[config.mk]
export PLATFORM = sky130hd
export DESIGN_NAME = ysyx_22050039_ifu_flat
export DESIGN_NICKNAME = d
export VERILOG_FILES = /design/src/rtl/ysyx_22050039_ifu_if.sv /design/src/rtl/ysyx_22050039_ifu.sv /design/src/flat_wrapper.sv
export SDC_FILE = /design/constraint.sdc
export NUM_CORES = 1
export LEC_CHECK = 0
export ABC_AREA = 1
export CORE_MARGIN = 2
export CORE_UTILIZATION = 25
export CTS_BUF_LIST = sky130_fd_sc_hd__clkbuf_2
export DETAILED_ROUTE_END_ITERATION = 8
export PLACE_DENSITY_LB_ADDON = 0.2
export RECOVER_POWER = 25
export SETUP_SLACK_MARGIN = 0.05
export SLEW_MARGIN = 25
export SYNTH_ARGS = -nofsm -noshare
export SYNTH_HDL_FRONTEND = slang
export SYNTH_SLANG_ARGS = --single-unit
[constraint.sdc]
create_clock -name clk -period 6.8 [get_ports clk]
set_clock_uncertainty 0.05 [all_clocks]
set_input_delay 1.02 -clock clk [delete_from_list [all_inputs] [get_ports clk]]
set_output_delay 1.02 -clock clk [all_outputs]
set_load 0.02 [all_outputs]
[src/rtl/ysyx_22050039_ifu_if.sv]
// Fetch-stage bus bundle: instruction-memory request/response, decode hand-off,
// redirect input and status outputs. "master" is the IFU side, "slave" its environment.
`timescale 1ns/1ps
interface ysyx_22050039_ifu_if #(
    parameter int XLEN     = 64,
    parameter int INST_LEN = 32
);
    logic                imem_req_valid;
    logic                imem_req_ready;
    logic [XLEN-1:0]     imem_req_addr;
    logic                imem_resp_valid;
    logic [INST_LEN-1:0] imem_resp_data;
    logic                inst_valid;
    logic                inst_ready;
    logic [INST_LEN-1:0] inst;
    logic [XLEN-1:0]     inst_pc;
    logic                redirect_valid;
    logic [XLEN-1:0]     redirect_pc;
    logic                fetch_misalign;
    logic [XLEN-1:0]     fetch_cnt;

    modport master (
        output imem_req_valid, imem_req_addr, inst_valid, inst, inst_pc,
               fetch_misalign, fetch_cnt,
        input  imem_req_ready, imem_resp_valid, imem_resp_data, inst_ready,
               redirect_valid, redirect_pc
    );

    modport slave (
        input  imem_req_valid, imem_req_addr, inst_valid, inst, inst_pc,
               fetch_misalign, fetch_cnt,
        output imem_req_ready, imem_resp_valid, imem_resp_data, inst_ready,
               redirect_valid, redirect_pc
    );
endinterface

[src/rtl/ysyx_22050039_ifu.sv]
// Instruction fetch unit: owns the PC, keeps one fetch outstanding at a time, holds the
// fetched word for decode and discards responses made stale by a redirect.
`timescale 1ns/1ps
module ysyx_22050039_ifu #(
    parameter int              XLEN     = 64,
    parameter int              INST_LEN = 32,
    parameter logic [XLEN-1:0] RESET_PC = XLEN'(64'h8000_0000)
) (
    input logic                 clk,
    input logic                 rst,
    ysyx_22050039_ifu_if.master bus
);

    typedef enum logic [2:0] {
        S_IDLE,
        S_REQ,
        S_WAIT,
        S_DROP,
        S_HOLD,
        S_HALT
    } state_e;

    state_e              state_q, state_d;
    logic [XLEN-1:0]     pc_q, pc_d;
    logic [INST_LEN-1:0] inst_q, inst_d;
    logic [XLEN-1:0]     inst_pc_q, inst_pc_d;
    logic                misalign_q, misalign_d;
    logic [XLEN-1:0]     cnt_q, cnt_d;

    logic redir_bad;
    logic redir_ok;
    logic accept;

    assign redir_bad = bus.redirect_valid && (bus.redirect_pc[1:0] != 2'b00);
    assign redir_ok  = bus.redirect_valid && (bus.redirect_pc[1:0] == 2'b00);
    assign accept    = (state_q == S_HOLD) && bus.inst_ready;

    // Request and hand-off valids come from registered state only (plus redirect for req).
    assign bus.imem_req_valid = (state_q == S_REQ) && !bus.redirect_valid;
    assign bus.imem_req_addr  = pc_q;
    assign bus.inst_valid     = (state_q == S_HOLD);
    assign bus.inst           = inst_q;
    assign bus.inst_pc        = inst_pc_q;
    assign bus.fetch_misalign = misalign_q;
    assign bus.fetch_cnt      = cnt_q;

    always_comb begin
        // NOTE: every variable gets a default first so no path leaves it unassigned,
        // which would otherwise infer a latch.
        state_d    = state_q;
        pc_d       = pc_q;
        inst_d     = inst_q;
        inst_pc_d  = inst_pc_q;
        misalign_d = misalign_q;
        cnt_d      = cnt_q;

        if (accept) cnt_d = cnt_q + XLEN'(1);

        case (state_q)
            S_IDLE: state_d = S_REQ;
            S_REQ:  if (bus.imem_req_valid && bus.imem_req_ready) state_d = S_WAIT;
            S_WAIT: if (bus.imem_resp_valid) begin
                inst_d    = bus.imem_resp_data;
                inst_pc_d = pc_q;
                state_d   = S_HOLD;
            end
            S_DROP: if (bus.imem_resp_valid) state_d = S_REQ;
            S_HOLD: if (bus.inst_ready) begin
                pc_d    = pc_q + XLEN'(4);
                state_d = S_REQ;
            end
            S_HALT:  state_d = S_HALT;
            default: state_d = S_IDLE;
        endcase

        // Redirect overrides everything above; a same-cycle response is always discarded.
        if (redir_bad) begin
            misalign_d = 1'b1;
            pc_d       = pc_q;
            inst_d     = inst_q;
            inst_pc_d  = inst_pc_q;
            state_d    = S_HALT;
        end else if (redir_ok) begin
            pc_d      = bus.redirect_pc;
            inst_d    = inst_q;
            inst_pc_d = inst_pc_q;
            case (state_q)
                S_REQ:   state_d = S_REQ;
                // The stale word arriving now retires the outstanding fetch; waiting for
                // another response in DROP would never end.
                S_WAIT,
                S_DROP:  state_d = bus.imem_resp_valid ? S_REQ : S_DROP;
                S_HOLD:  state_d = S_REQ;
                default: state_d = state_q;
            endcase
        end
    end

    // NOTE: sequential state uses non-blocking assignments so every flop samples
    // the pre-edge values, independent of statement order.
    always_ff @(posedge clk or posedge rst) begin
        if (rst) begin
            state_q    <= S_IDLE;
            pc_q       <= RESET_PC;
            inst_q     <= '0;
            inst_pc_q  <= '0;
            misalign_q <= 1'b0;
            cnt_q      <= '0;
        end else begin
            state_q    <= state_d;
            pc_q       <= pc_d;
            inst_q     <= inst_d;
            inst_pc_q  <= inst_pc_d;
            misalign_q <= misalign_d;
            cnt_q      <= cnt_d;
        end
    end

endmodule
[src/flat_wrapper.sv]
// flat-port wrapper written by rule: the top's interface ports become plain ports
module ysyx_22050039_ifu_flat 
#(
    parameter int              XLEN     = 64,
    parameter int              INST_LEN = 32,
    parameter logic [XLEN-1:0] RESET_PC = XLEN'(64'h8000_0000)
)
  (clk, rst, bus_imem_req_valid, bus_imem_req_addr, bus_inst_valid, bus_inst, bus_inst_pc, bus_fetch_misalign, bus_fetch_cnt, bus_imem_req_ready, bus_imem_resp_valid, bus_imem_resp_data, bus_inst_ready, bus_redirect_valid, bus_redirect_pc);
  ysyx_22050039_ifu_if #(.XLEN(XLEN), .INST_LEN(INST_LEN)) bus_i ();
  input logic clk;
  input logic rst;
  output wire logic [$bits(bus_i.imem_req_valid)-1:0] bus_imem_req_valid;
  output wire logic [$bits(bus_i.imem_req_addr)-1:0] bus_imem_req_addr;
  output wire logic [$bits(bus_i.inst_valid)-1:0] bus_inst_valid;
  output wire logic [$bits(bus_i.inst)-1:0] bus_inst;
  output wire logic [$bits(bus_i.inst_pc)-1:0] bus_inst_pc;
  output wire logic [$bits(bus_i.fetch_misalign)-1:0] bus_fetch_misalign;
  output wire logic [$bits(bus_i.fetch_cnt)-1:0] bus_fetch_cnt;
  input wire logic [$bits(bus_i.imem_req_ready)-1:0] bus_imem_req_ready;
  input wire logic [$bits(bus_i.imem_resp_valid)-1:0] bus_imem_resp_valid;
  input wire logic [$bits(bus_i.imem_resp_data)-1:0] bus_imem_resp_data;
  input wire logic [$bits(bus_i.inst_ready)-1:0] bus_inst_ready;
  input wire logic [$bits(bus_i.redirect_valid)-1:0] bus_redirect_valid;
  input wire logic [$bits(bus_i.redirect_pc)-1:0] bus_redirect_pc;
  assign bus_imem_req_valid = bus_i.imem_req_valid;
  assign bus_imem_req_addr = bus_i.imem_req_addr;
  assign bus_inst_valid = bus_i.inst_valid;
  assign bus_inst = bus_i.inst;
  assign bus_inst_pc = bus_i.inst_pc;
  assign bus_fetch_misalign = bus_i.fetch_misalign;
  assign bus_fetch_cnt = bus_i.fetch_cnt;
  assign bus_i.imem_req_ready = bus_imem_req_ready;
  assign bus_i.imem_resp_valid = bus_imem_resp_valid;
  assign bus_i.imem_resp_data = bus_imem_resp_data;
  assign bus_i.inst_ready = bus_inst_ready;
  assign bus_i.redirect_valid = bus_redirect_valid;
  assign bus_i.redirect_pc = bus_redirect_pc;
  ysyx_22050039_ifu #(.XLEN(XLEN), .INST_LEN(INST_LEN), .RESET_PC(RESET_PC)) u_core (.clk(clk), .rst(rst), .bus(bus_i));
endmodule
==> out/qor.csv <==
stage,metric,value,unit
power,total power divided by cell area,342,mW/mm^2
floorplanning,Initial Utilization,25.5,%
clock_tree,setup bufs post-CTS,0,
placed_design,# port buffers,328,
yosys,share of Yosys cell area claimed by the top area cell type,46.5,%
timing,Max Clk Rate,249,MHz
power,Net Sw Frac,42.2,%
yosys,Synth Cell Area,0.0122,sq mm
timing,max_slew headroom,-102,%
clock_tree,post-CTS resize count,0,
yosys,Syn Area/Cell,7.82,sq um
floorplanning,num rows,80,
yosys,Synth Register Bits,228,
yosys,ys async rst share,100,%
detailed_routing,Final Routed Wirelength,46300,um
global_route,global route overflow,0,
placed_design,Placer Congestion,0.936,
setup_path,worst r2r path cells,8,
timing,"Hold Violations, Final",0,
yosys,Post-synth top flop,dfrtp_1,
timing,fin crit share,59.0,%
floorplanning,die area,0.0506,sq mm
detailed_routing,routed len/inst,17.9,um
run_status,failing checks,"max-capacitance violations, max-slew violations",
flow_run,MaxCap Viol Count,2,
clock_tree,Max clock buf depth,3,
detailed_routing,drt pass-1 iters,5,
layout,"most common cell after layout, fill and taps aside",nand2_1,
global_route,first-pass GRT wire length,71000,um
yosys,"area leader, netlist",dfrtp_1,
floorplanning,core region area,0.0479,sq mm
timing,max-slew violations,108,
setup_path,Startpoint Class,primary input,
power,cell internal pwr,3.27,mW
layout,Final Net Count,2036,
yosys,ranking of synthesized cells by area,"dfrtp_1, nand2_1, nor2_1, inv_1, o21ai_0",
layout,footprint of the multi-input gates,0.00548,sq mm
timing,minimum hold slack,0.421,ns
floorplanning,Boundary Pins,329,
run_status,status,"finished, violations left",
detailed_routing,vias,11772,
setup_path,Setup Crit Path Kind,primary input to flop,
global_route,vias in the first global route,11914,
clock_tree,Sink Count,228,
power,worst vdd rail ir drop,0.155,mV
power,Net Switching,2.39,mW
setup_path,critical path endpoint category,flop,
global_route,initial antenna violation count,2,
detailed_routing,Avg Vias per Cell,4.55,
timing,Slew @ Worst Pin,3.03,ns
global_route,GRT Overall Usage,18.5,%
clock_tree,Worst-path clk slew,0.10,ns
yosys,"Seq/Total Area, Yosys",46.8,%
clock_tree,CTS tree,built,
layout,area delta synth->final,35.5,%
floorplanning,DIE HEIGHT,225,um
yosys,Synth warnings,0,
setup_path,Crit Path Max Fanout,61,
clock_tree,H-tree Lvls,3,
clock_tree,CTS Root Cell,clkbuf_2,
global_route,pin count of the biggest net entering global routing,141,
yosys,Post-synth EDFFs,0,
setup_path,required time worst endpoint,7.70,ns
yosys,syn_nets,1665,
clock_tree,# hold bufs at CTS,0,
detailed_routing,"antenna viol nets, final",0,
setup_path,Worst EP arrival,4.91,ns
power,Comb power frac,42.4,%
detailed_routing,Starting DRT DRC Count,757,
timing,unrepaired setup endpoints after global routing,false,
timing,setup TNS,0,ns
yosys,Gate Count Post-Synth,1561,
hold_path,Hold Path Depth,2,
hold_path,Hold Crit Class,flop to flop,
power,Pleak,7.23,nW
layout,share of cells above drive strength 1,9.02,%
placed_design,dpl hpwl,34900,um
timing,final setup vio count,0,
power,Clock power frac,18.9,%
clock_tree,"Clk Latency, worst-skew pair",1.04,ns
floorplanning,Die X,225,um
clock_tree,Num CTS Buffers,71,
detailed_routing,drt drc,0,
yosys,post-synth cell types,39,
layout,FF/Latch Area,0.00571,sq mm
layout,most frequent cells in the layout,"nand2_1, clkdlybuf4s50_1, dfrtp_1, nor2_1, inv_1",
power,Sequential Power Share,38.7,%
layout,Layout fillers,5142,
timing,Tmin final,4.01,ns
[cell type report]
type	count	area share, %
multi-input cells	1121	33.1
diodes	2	0.0303
repair buffers	334	20.2
inverters	176	4.02
flip-flops and latches	228	34.5
clock buffers	99	3.00
well taps	615	4.65
clock inverters	15	0.507
[worst paths after layout]
path,slack [ns],end,startpoint
worst min register to register,0.42,u_core.bus.fetch_misalign$_DFFE_PP0P_,u_core.bus.fetch_misalign$_DFFE_PP0P_
min in group asynchronous,1.49,u_core.bus.inst[24]$_DFFE_PP0P_,rst
worst max-delay path,2.79,u_core.bus.imem_req_addr[55]$_DFFE_PP0P_,bus_redirect_valid
worst min-delay path,0.42,u_core.bus.fetch_misalign$_DFFE_PP0P_,u_core.bus.fetch_misalign$_DFFE_PP0P_
max in group asynchronous,3.37,u_core.bus.inst_pc[35]$_DFFE_PP0P_,rst
worst max register to register,2.98,u_core.bus.imem_req_addr[38]$_DFFE_PP0P_,u_core.state_q[0]$_DFFE_PP0P_
[power by group through the flow]
stage / Combinational (mW) / Sequential (mW) / Clock [mW]
2_1_floorplan: 0.732 / 2.61 / 0
3_3_place_gp: 2.41 / 2.21 / 0
3_5_place_dp: 2.43 / 2.22 / 0
4_1_cts: 2.44 / 2.20 / 1.14
5_1_grt: 2.60 / 2.26 / 1.20
6_report: 2.39 / 2.19 / 1.07
[synthesized netlist by cell type, types with 8 or more instances]
cell type,n
nand3_1,106
inv_1,168
nor2_2,11
nor2_1,180
o21ai_0,114
o21ai_1,8
nand2_1,477
nor2_4,12
o21bai_1,11
dfrtp_1,227
xnor2_1,19
mux2_2,34
nand3b_1,9
o211ai_1,11
clkbuf_1,8
nand4_1,35
buf_2,11
nor3_1,12
xor2_1,42
[flip-flops by register name, indices dropped and copies added, names as in the netlist]
| name | count |
|---|---|
| u_core.state_q | 3 |
| u_core.bus.inst | 32 |
| u_core.bus.fetch_cnt | 64 |
| u_core.bus.fetch_misalign | 1 |
| u_core.bus.inst_pc | 64 |
| u_core.bus.imem_req_addr | 64 |
[worst max-delay path, cell delays in order]
cell	delay [ns]
dlygate4sd3_1	0.60
inv_2	0.12
nor3_4	0.15
clkbuf_1	2.14
nand2_1	0.45
o21ai_0	0.22
inv_1	0.06
nand2_1	0.06
[through the flow]
stage | instances | utilization (%) | power (mW) | area [sq um] | worst slack, ns
5_1_grt | 2590 | 34.5 | 6.06 | 16500 | 2.41
6_report | 2590 | 34.5 | 5.65 | 16500 | 2.79
3_3_place_gp | 2474 | 33.6 | 4.62 | 16100 | 2.52
2_1_floorplan | 1561 | - | 3.34 | 12200 | 2.75
4_1_cts | 2588 | 34.8 | 5.78 | 16700 | 2.87
3_5_place_dp | 2474 | 33.6 | 4.65 | 16100 | 2.46
[cells by family after synthesis]
group | after synthesis | synth area share (%)
multiplexers | 34 | 3.14
AO/OA/AOI/OAI | 161 | 7.29
flip-flops | 228 | 46.8
AND/OR/NAND/NOR | 863 | 31.0
XOR/XNOR | 61 | 4.38
adder cells (fa/ha/maj) | 2 | 0.205
buffers and inverters | 212 | 7.27
[layer usage]
metal | share of wire [%] | global-route usage [%]
met5 | 0 | 0
met4 | 1.7 | 5.90
met3 | 6.9 | 4.78
met2 | 48 | 30.6
met1 | 44 | 23.5
(Power assumes the default switching activity.)
